[src/rtl/fpu_issue_seq.sv]
// fpu_issue_seq: sequences one multi-cycle FPU operation at a time.
//
// An op is accepted in IDLE. Its operands, opcode and destination are latched,
// and the FPU gets a one-cycle start pulse on the first RUN cycle. The front end
// is stalled until the FPU answers. The result is then written back to the
// register file with a single-cycle strobe in WB.
//
// Optional feature: define FPU_TIMEOUT_EN to enable the RUN watchdog. When it
// fires, a quiet NaN is written back and err_timeout_o pulses.
//
// Ports
//   clk_i, rst_i        clock, synchronous active-high reset
//   issue_valid_i/op/rd/a/b, issue_ready_o   decode-side handshake
//   flush_i             abort any in-flight op, block accept
//   fpu_start_o/op/a/b  launch pulse and stable operands to the FPU
//   fpu_done_i/result_i FPU completion pulse and result
//   stall_o             hold PC/decode
//   wb_valid_o/rd/data  register-file writeback
//   lat_cnt_o           RUN cycles of current/last op, saturating at MAX_LAT
//   err_timeout_o       watchdog pulse (tied low without FPU_TIMEOUT_EN)
module fpu_issue_seq #(
  parameter  int MAX_LAT = 16,
  localparam int CNT_W   = $clog2(MAX_LAT + 1)
) (
  input  logic             clk_i,
  input  logic             rst_i,
  input  logic             issue_valid_i,
  input  logic [1:0]       issue_op_i,
  input  logic [4:0]       issue_rd_i,
  input  logic [31:0]      issue_a_i,
  input  logic [31:0]      issue_b_i,
  output logic             issue_ready_o,
  input  logic             flush_i,
  output logic             fpu_start_o,
  output logic [1:0]       fpu_op_o,
  output logic [31:0]      fpu_a_o,
  output logic [31:0]      fpu_b_o,
  input  logic             fpu_done_i,
  input  logic [31:0]      fpu_result_i,
  output logic             stall_o,
  output logic             wb_valid_o,
  output logic [4:0]       wb_rd_o,
  output logic [31:0]      wb_data_o,
  output logic [CNT_W-1:0] lat_cnt_o,
  output logic             err_timeout_o
);

  localparam logic [31:0] QNAN = 32'h7FC0_0000;

  typedef enum logic [1:0] {
    IDLE = 2'd0,
    RUN  = 2'd1,
    WB   = 2'd2
  } state_t;

  state_t     state, state_nxt;
  logic       accept;
  logic       done_run;
  logic       timeout_hit;
  logic       to_flag;
  logic [4:0] rd_q;

  function automatic logic [CNT_W-1:0] sat_inc(input logic [CNT_W-1:0] v);
    if (v >= CNT_W'(MAX_LAT)) return CNT_W'(MAX_LAT);
    return v + CNT_W'(1);
  endfunction

  always_ff @(posedge clk_i) begin
    if (rst_i) state <= IDLE;
    else       state <= state_nxt;
  end

  always_comb begin
    state_nxt     = state;
    accept        = 1'b0;
    done_run      = 1'b0;
    timeout_hit   = 1'b0;
    issue_ready_o = (state == IDLE) && !flush_i;
    stall_o       = 1'b0;
    wb_valid_o    = 1'b0;
    err_timeout_o = 1'b0;
    case (state)
      IDLE: begin
        stall_o = issue_valid_i;
        if (issue_valid_i && !flush_i) begin
          accept    = 1'b1;
          state_nxt = RUN;
        end
      end
      RUN: begin
        stall_o = 1'b1;
        // Flush beats a same-cycle done; a done beats a same-cycle timeout.
        if (flush_i) begin
          state_nxt = IDLE;
        end else if (fpu_done_i) begin
          done_run  = 1'b1;
          state_nxt = WB;
        end
`ifdef FPU_TIMEOUT_EN
        // The increment at this edge would make the count reach MAX_LAT.
        else if (lat_cnt_o == CNT_W'(MAX_LAT - 1)) begin
          timeout_hit = 1'b1;
          state_nxt   = WB;
        end
`endif
      end
      WB: begin
        wb_valid_o    = !flush_i;
        err_timeout_o = to_flag;
        state_nxt     = IDLE;
      end
      default: state_nxt = IDLE;
    endcase
  end

`ifdef FPU_TIMEOUT_EN
  // Remembers that WB was entered through the watchdog, not through a done.
  always_ff @(posedge clk_i) begin
    if (rst_i) to_flag <= 1'b0;
    else       to_flag <= timeout_hit;
  end
`else
  assign to_flag = 1'b0;
`endif

  // Operand/result latches and latency counter.
  always_ff @(posedge clk_i) begin
    if (rst_i) begin
      fpu_start_o <= 1'b0;
      fpu_op_o    <= '0;
      fpu_a_o     <= '0;
      fpu_b_o     <= '0;
      rd_q        <= '0;
      wb_rd_o     <= '0;
      wb_data_o   <= '0;
      lat_cnt_o   <= '0;
    end else begin
      // Registered so the pulse lands on the first RUN cycle only.
      fpu_start_o <= accept;
      if (accept) begin
        fpu_op_o  <= issue_op_i;
        fpu_a_o   <= issue_a_i;
        fpu_b_o   <= issue_b_i;
        rd_q      <= issue_rd_i;
        lat_cnt_o <= '0;
      end
      if (state == RUN) lat_cnt_o <= sat_inc(lat_cnt_o);
      // wb_rd_o only moves when entering WB so it holds outside writeback.
      if (done_run) begin
        wb_data_o <= fpu_result_i;
        wb_rd_o   <= rd_q;
      end else if (timeout_hit) begin
        wb_data_o <= QNAN;
        wb_rd_o   <= rd_q;
      end
    end
  end

endmodule

[config.mk]
export PLATFORM = sky130hd
export DESIGN_NAME = fpu_issue_seq
export DESIGN_NICKNAME = d
export VERILOG_FILES = /design/src/rtl/fpu_issue_seq.sv
export SDC_FILE = /design/constraint.sdc
export NUM_CORES = 1
export LEC_CHECK = 0
export ABC_CLOCK_PERIOD_IN_PS = 3200
export BUFFER_PORTS_ARGS = -buffer_cell sky130_fd_sc_hd__buf_2
export CORE_UTILIZATION = 48
export CTS_CLUSTER_DIAMETER = 150
export DETAILED_ROUTE_END_ITERATION = 10
export PLACE_DENSITY = 0.81
export SLEW_MARGIN = 40
export SYNTH_ARGS = -nofsm -noshare
export SYNTH_HDL_FRONTEND = slang
export SYNTH_SLANG_ARGS = --single-unit
[constraint.sdc]
create_clock -name clk_i -period 3.2 [get_ports clk_i]
set_input_delay 0.64 -clock clk_i [delete_from_list [all_inputs] [get_ports clk_i]]
set_output_delay 0.64 -clock clk_i [all_outputs]
set_load 0.01 [all_outputs]
=== After elaboration in Yosys (flattened, before gate mapping) ===
Cells that the tools add are included.

* Flip-flop bits (word level): 116
* Bits of input ports: 108
* Output and inout port bits: 113
* Word-level logic and storage cells: 39

* $add $sub $neg: 1
* $lt $le $gt $ge: 1
* Equality and inequality tests: 4
* Muxes and demuxes: 18
* Reductions and logical operators: 6

{| class="wikitable"
|+ Operators with widths
! operator !! count
|-
| 5-bit two-way mux || 4
|-
| 1-bit two-way mux || 9
|-
| 2-bit two-way mux || 3
|-
| 5-bit by 1-bit adder with 5-bit output, second input constant || 1
|-
| 5-bit greater-or-equal comparator, second input constant || 1
|-
| 2-bit one-hot mux with 2 select lines || 1
|-
| 3-bit inequality test, second input constant || 1
|-
| 2-bit by 1-bit equality test with 1-bit output, second input constant || 1
|-
| 2-bit equality test, second input constant || 1
|-
| 1-bit logical AND || 2
|-
| 2-bit logical NOT || 1
|-
| 2-bit by 1-bit inequality test with 1-bit output, second input constant || 1
|-
| 1-bit one-hot mux with 2 select lines || 1
|-
| 2-bit AND reduction || 1
|-
| 2-bit nonzero test || 1
|-
| 1-bit logical NOT || 1
|}

=== Longest topological paths before layout ===
* Depth in word-level cells: 6
* Depth in mapped cells: 6
* Mapped depth without buffers: 5

=== Least setup slack after synthesis ===
Ideal clock, no wire load.

* Path type: input-to-reg
* Start point: input port flush_i
* End point: register fpu_a_o[17]
* Setup time: 0.132 ns
* Data arrival time: 1.597 ns
* Required time: 3.068 ns
* Path slack: 1.470 ns
* Stages on the path: 6
* Buffers on the path: 3
* Cells stage by stage: or4b_1 > buf_2 > buf_6 > buf_6 > nand2_1 > a21oi_1

* Word-level cells in the longest chain between the ends: 4

{| class="wikitable"
|+ Ends and longest elaborated chain
! item !! RTL line !! text
|-
| start, declared || 33 || <nowiki>input logic flush_i,</nowiki>
|-
| 1-bit logical NOT || 85 || <nowiki>if (issue_valid_i && !flush_i) begin</nowiki>
|-
| 1-bit logical AND || 85 ||
|-
| 1-bit two-way mux || 85 ||
|-
| 1-bit two-way mux || 82 || <nowiki>case (state)</nowiki>
|-
| end signal, assigned || 142 || <nowiki>fpu_a_o <= issue_a_i;</nowiki>
|-
| end, declared || 36 || <nowiki>output logic [31:0] fpu_a_o,</nowiki>
|}

Every way passes these cells.
A chain may end at the register's enable or synchronous reset.

=== Worst setup path after layout ===
* Start point: register state[1]
* End point: register fpu_b_o[13]

* Word-level cells in the longest chain between the ends: 2

{| class="wikitable"
|+ Ends and longest elaborated chain
! item !! RTL line !! text
|-
| start, declared || 56 || <nowiki>state_t state, state_nxt;</nowiki>
|-
| start signal, assigned || 70 || <nowiki>else state <= state_nxt;</nowiki>
|-
| 2-bit logical NOT || 82 ||
|-
| 1-bit two-way mux || 82 ||
|-
| end signal, assigned || 143 || <nowiki>fpu_b_o <= issue_b_i;</nowiki>
|-
| end, declared || 37 || <nowiki>output logic [31:0] fpu_b_o,</nowiki>
|}

Every way passes these cells.

==> results.sh <==
export IMPL_drtIter0Drc=156
export IMPL_finalPower_mw=3.53
export IMPL_cts_buffers=17
export IMPL_postSynthAreaPerCell_um2=8.01
export IMPL_clk_pin_slew_ns=0.05
export IMPL_rsz0062_at_grt="no"
export IMPL_power_density_nw_per_um2=609
export IMPL_crit_fanout=63
export IMPL_ios=221
export IMPL_r2r_cells=4
export IMPL_drt_wl_total_um=10500
export IMPL_io_buffer_count=219
export IMPL_antenna_found_initial=0
export IMPL_antenna_left=0
export IMPL_fin_cells=836
export IMPL_outcome="finished, final reports clean"
export IMPL_synth_cell_area_um2=4140
export IMPL_grt_overflow_total=0
export IMPL_hpwl_um=7400
export IMPL_fin_crit_ns=2.16
export IMPL_drc=0
export IMPL_rows=33
export IMPL_arrival_ns=2.51
export IMPL_finalInstanceArea_um2=5800
export IMPL_wl_per_cell_um=12.6
export IMPL_die_height_um=94.9
export IMPL_clock_root_buffer="clkbuf_8"
export IMPL_period_share_pct=67.5
export IMPL_max_freq_ghz=0.463
export IMPL_power_leakage_nw=2.65
export IMPL_drive_above_1_share_pct=35.3
export IMPL_initial_utilization_pct=49.9
export IMPL_fin_ws_ns=1.04
export IMPL_final_util_pct=69.9
export IMPL_dp_slack_ns=0.770
export IMPL_maxCapViolCount=0
export IMPL_clk_latency_ns=0.50
export IMPL_cts_setup_buffers=0
export IMPL_worst_hold_path_type="input port to flip-flop"
export IMPL_min_path_cells=3
export IMPL_syn_instance_count=517
export IMPL_worst_setup_path_type="flip-flop to flip-flop"
export IMPL_final_common_cell="buf_2"
export IMPL_final_cell_mix="buf_2 (218), nand2_1 (216), dfxtp_1 (116), a21oi_1 (110), clkbuf_16 (16)"
export IMPL_cts_sinks=116
export IMPL_htree_levels=4
export IMPL_fp_dieW_um=94.9
export IMPL_required_ns=3.55
export IMPL_dp_cells=805
export IMPL_grt_pass1_wl_um=16300
export IMPL_cts_resized=0
export IMPL_core_area_um2=8300
export IMPL_cts_buffer_depth=2
export IMPL_syn_nets=627
export IMPL_postPlaceCellArea_um2=5240
export IMPL_num_vias=4112
export IMPL_ys_seq_elements=116
export IMPL_dr_pass1_iters=4
export IMPL_cts_hold_buf=0
export IMPL_finalNetCount=829
export IMPL_drv_slew=0
export IMPL_tightest_slew_ns=0.709
export IMPL_maxSlewHeadroom_pct=52.7
export IMPL_fin_hold_ws_ns=0.377
export IMPL_finalHoldViolCount=0
export IMPL_die_area_um2=9000
export IMPL_setup_viol=0
export IMPL_grt_pass1_vias=3650
export IMPL_viasPerCell=4.92
export IMPL_yosysUniqueCellTypes=26
export IMPL_skew_ns=0.0111
export IMPL_cts_tree="yes"
export IMPL_cp_end_kind="flip-flop"
export IMPL_ys_seq_area_share_pct=56.1
export IMPL_gp_congestion=0.761
export IMPL_diodes=0
export IMPL_yosysWarnings=0
export IMPL_irDropWorstVdd_mv=0.347
export IMPL_syn_to_final_growth_pct=40.2
export IMPL_finalSetupTns_ns=0
export IMPL_grtUsageTotal_pct=23.5
export IMPL_grt_max_degree=72
export IMPL_critPathLaunchType="flip-flop"
-- logic make-up after synthesis --
group | share of synthesized area (%)
and+or+nand+nor | 23.3
DFF | 56.1
AOI/OAI and AO/OA | 14.0
buffers and inverters | 5.71
adders and majority gates | 0.604
xor gates and xnor gates | 0.212
other | 0.0906
-- critical path: stages, from the launching register on --
cell and delay, ns:
dfxtp_1 0.42, or4b_2 0.92, buf_4 0.39, nand2_1 0.16, a21oi_1 0.08
-- state kept, by name (all words and copies together), names as in the netlist --
| register | flops |
|---|---|
| fpu_a_o | 32 |
| fpu_b_o | 32 |
| wb_data_o | 32 |
| lat_cnt_o | 5 |
| rd_q | 5 |
| wb_rd_o | 5 |
| fpu_op_o | 2 |
| state | 2 |
| fpu_start_o | 1 |
-- metal layers --
| layer | up-vias | share of wire [%] | wire [um] | GRT usage, % |
|---|---|---|---|---|
| li1 | 2075 | - | - | - |
| met1 | 1871 | 41 | 4290 | 24.9 |
| met2 | 158 | 50 | 5320 | 41.7 |
| met3 | 8 | 7.9 | 829 | 7.97 |
| met4 | 0 | 0.97 | 102 | 11.0 |
| met5 | - | 0 | 0 | 0 |
-- cell usage after synthesis (all sizes together) --
cell / number / area share [%]
a21oi: 110 / 13
a31oi: 3 / 0.45
a41oi: 1 / 0.21
buf: 24 / 4.0
clkbuf: 17 / 1.5
conb: 1 / 0.091
dfxtp: 116 / 56
ha: 2 / 0.60
inv: 2 / 0.18
nand2: 216 / 20
nand2b: 1 / 0.15
nand3: 3 / 0.36
nand4b: 1 / 0.21
nand4bb: 1 / 0.27
nor2: 6 / 0.54
nor2b: 1 / 0.15
nor3: 2 / 0.24
nor3b: 1 / 0.18
nor4b: 2 / 0.42
nor4bb: 2 / 0.48
or3: 2 / 0.30
or4: 1 / 0.18
or4b: 1 / 0.24
xnor2: 1 / 0.21
-- worst paths after layout --
path	from	end	slack (ns)
max	state[1]$_SDFFE_PP0P_	fpu_b_o[13]$_SDFFE_PP0P_	1.04
min	issue_a_i[21]	fpu_a_o[21]$_SDFFE_PP0P_	0.38
max reg2reg	state[1]$_SDFFE_PP0P_	fpu_b_o[13]$_SDFFE_PP0P_	1.04
min reg2reg	rd_q[1]$_SDFFE_PP0P_	wb_rd_o[1]$_SDFFE_PP0P_	0.45
-- where the power goes --
part           internal (mW)  switching (mW)
clock                   1.12           0.612
sequential              1.50          0.0268
combinational          0.121           0.156
total                   2.74           0.795
-- cell type report --
type                       instances  area, um^2
fill                             675        2490
sequential                       116        2320
multi-input combinational        358        1610
timing repair buffer             224        1170
clock buffer                      23         487
tap                              105         131
clock inverter                     8        75.1
inverter                           2        7.51
No activity file was read; power rests on OpenSTA's default activity.
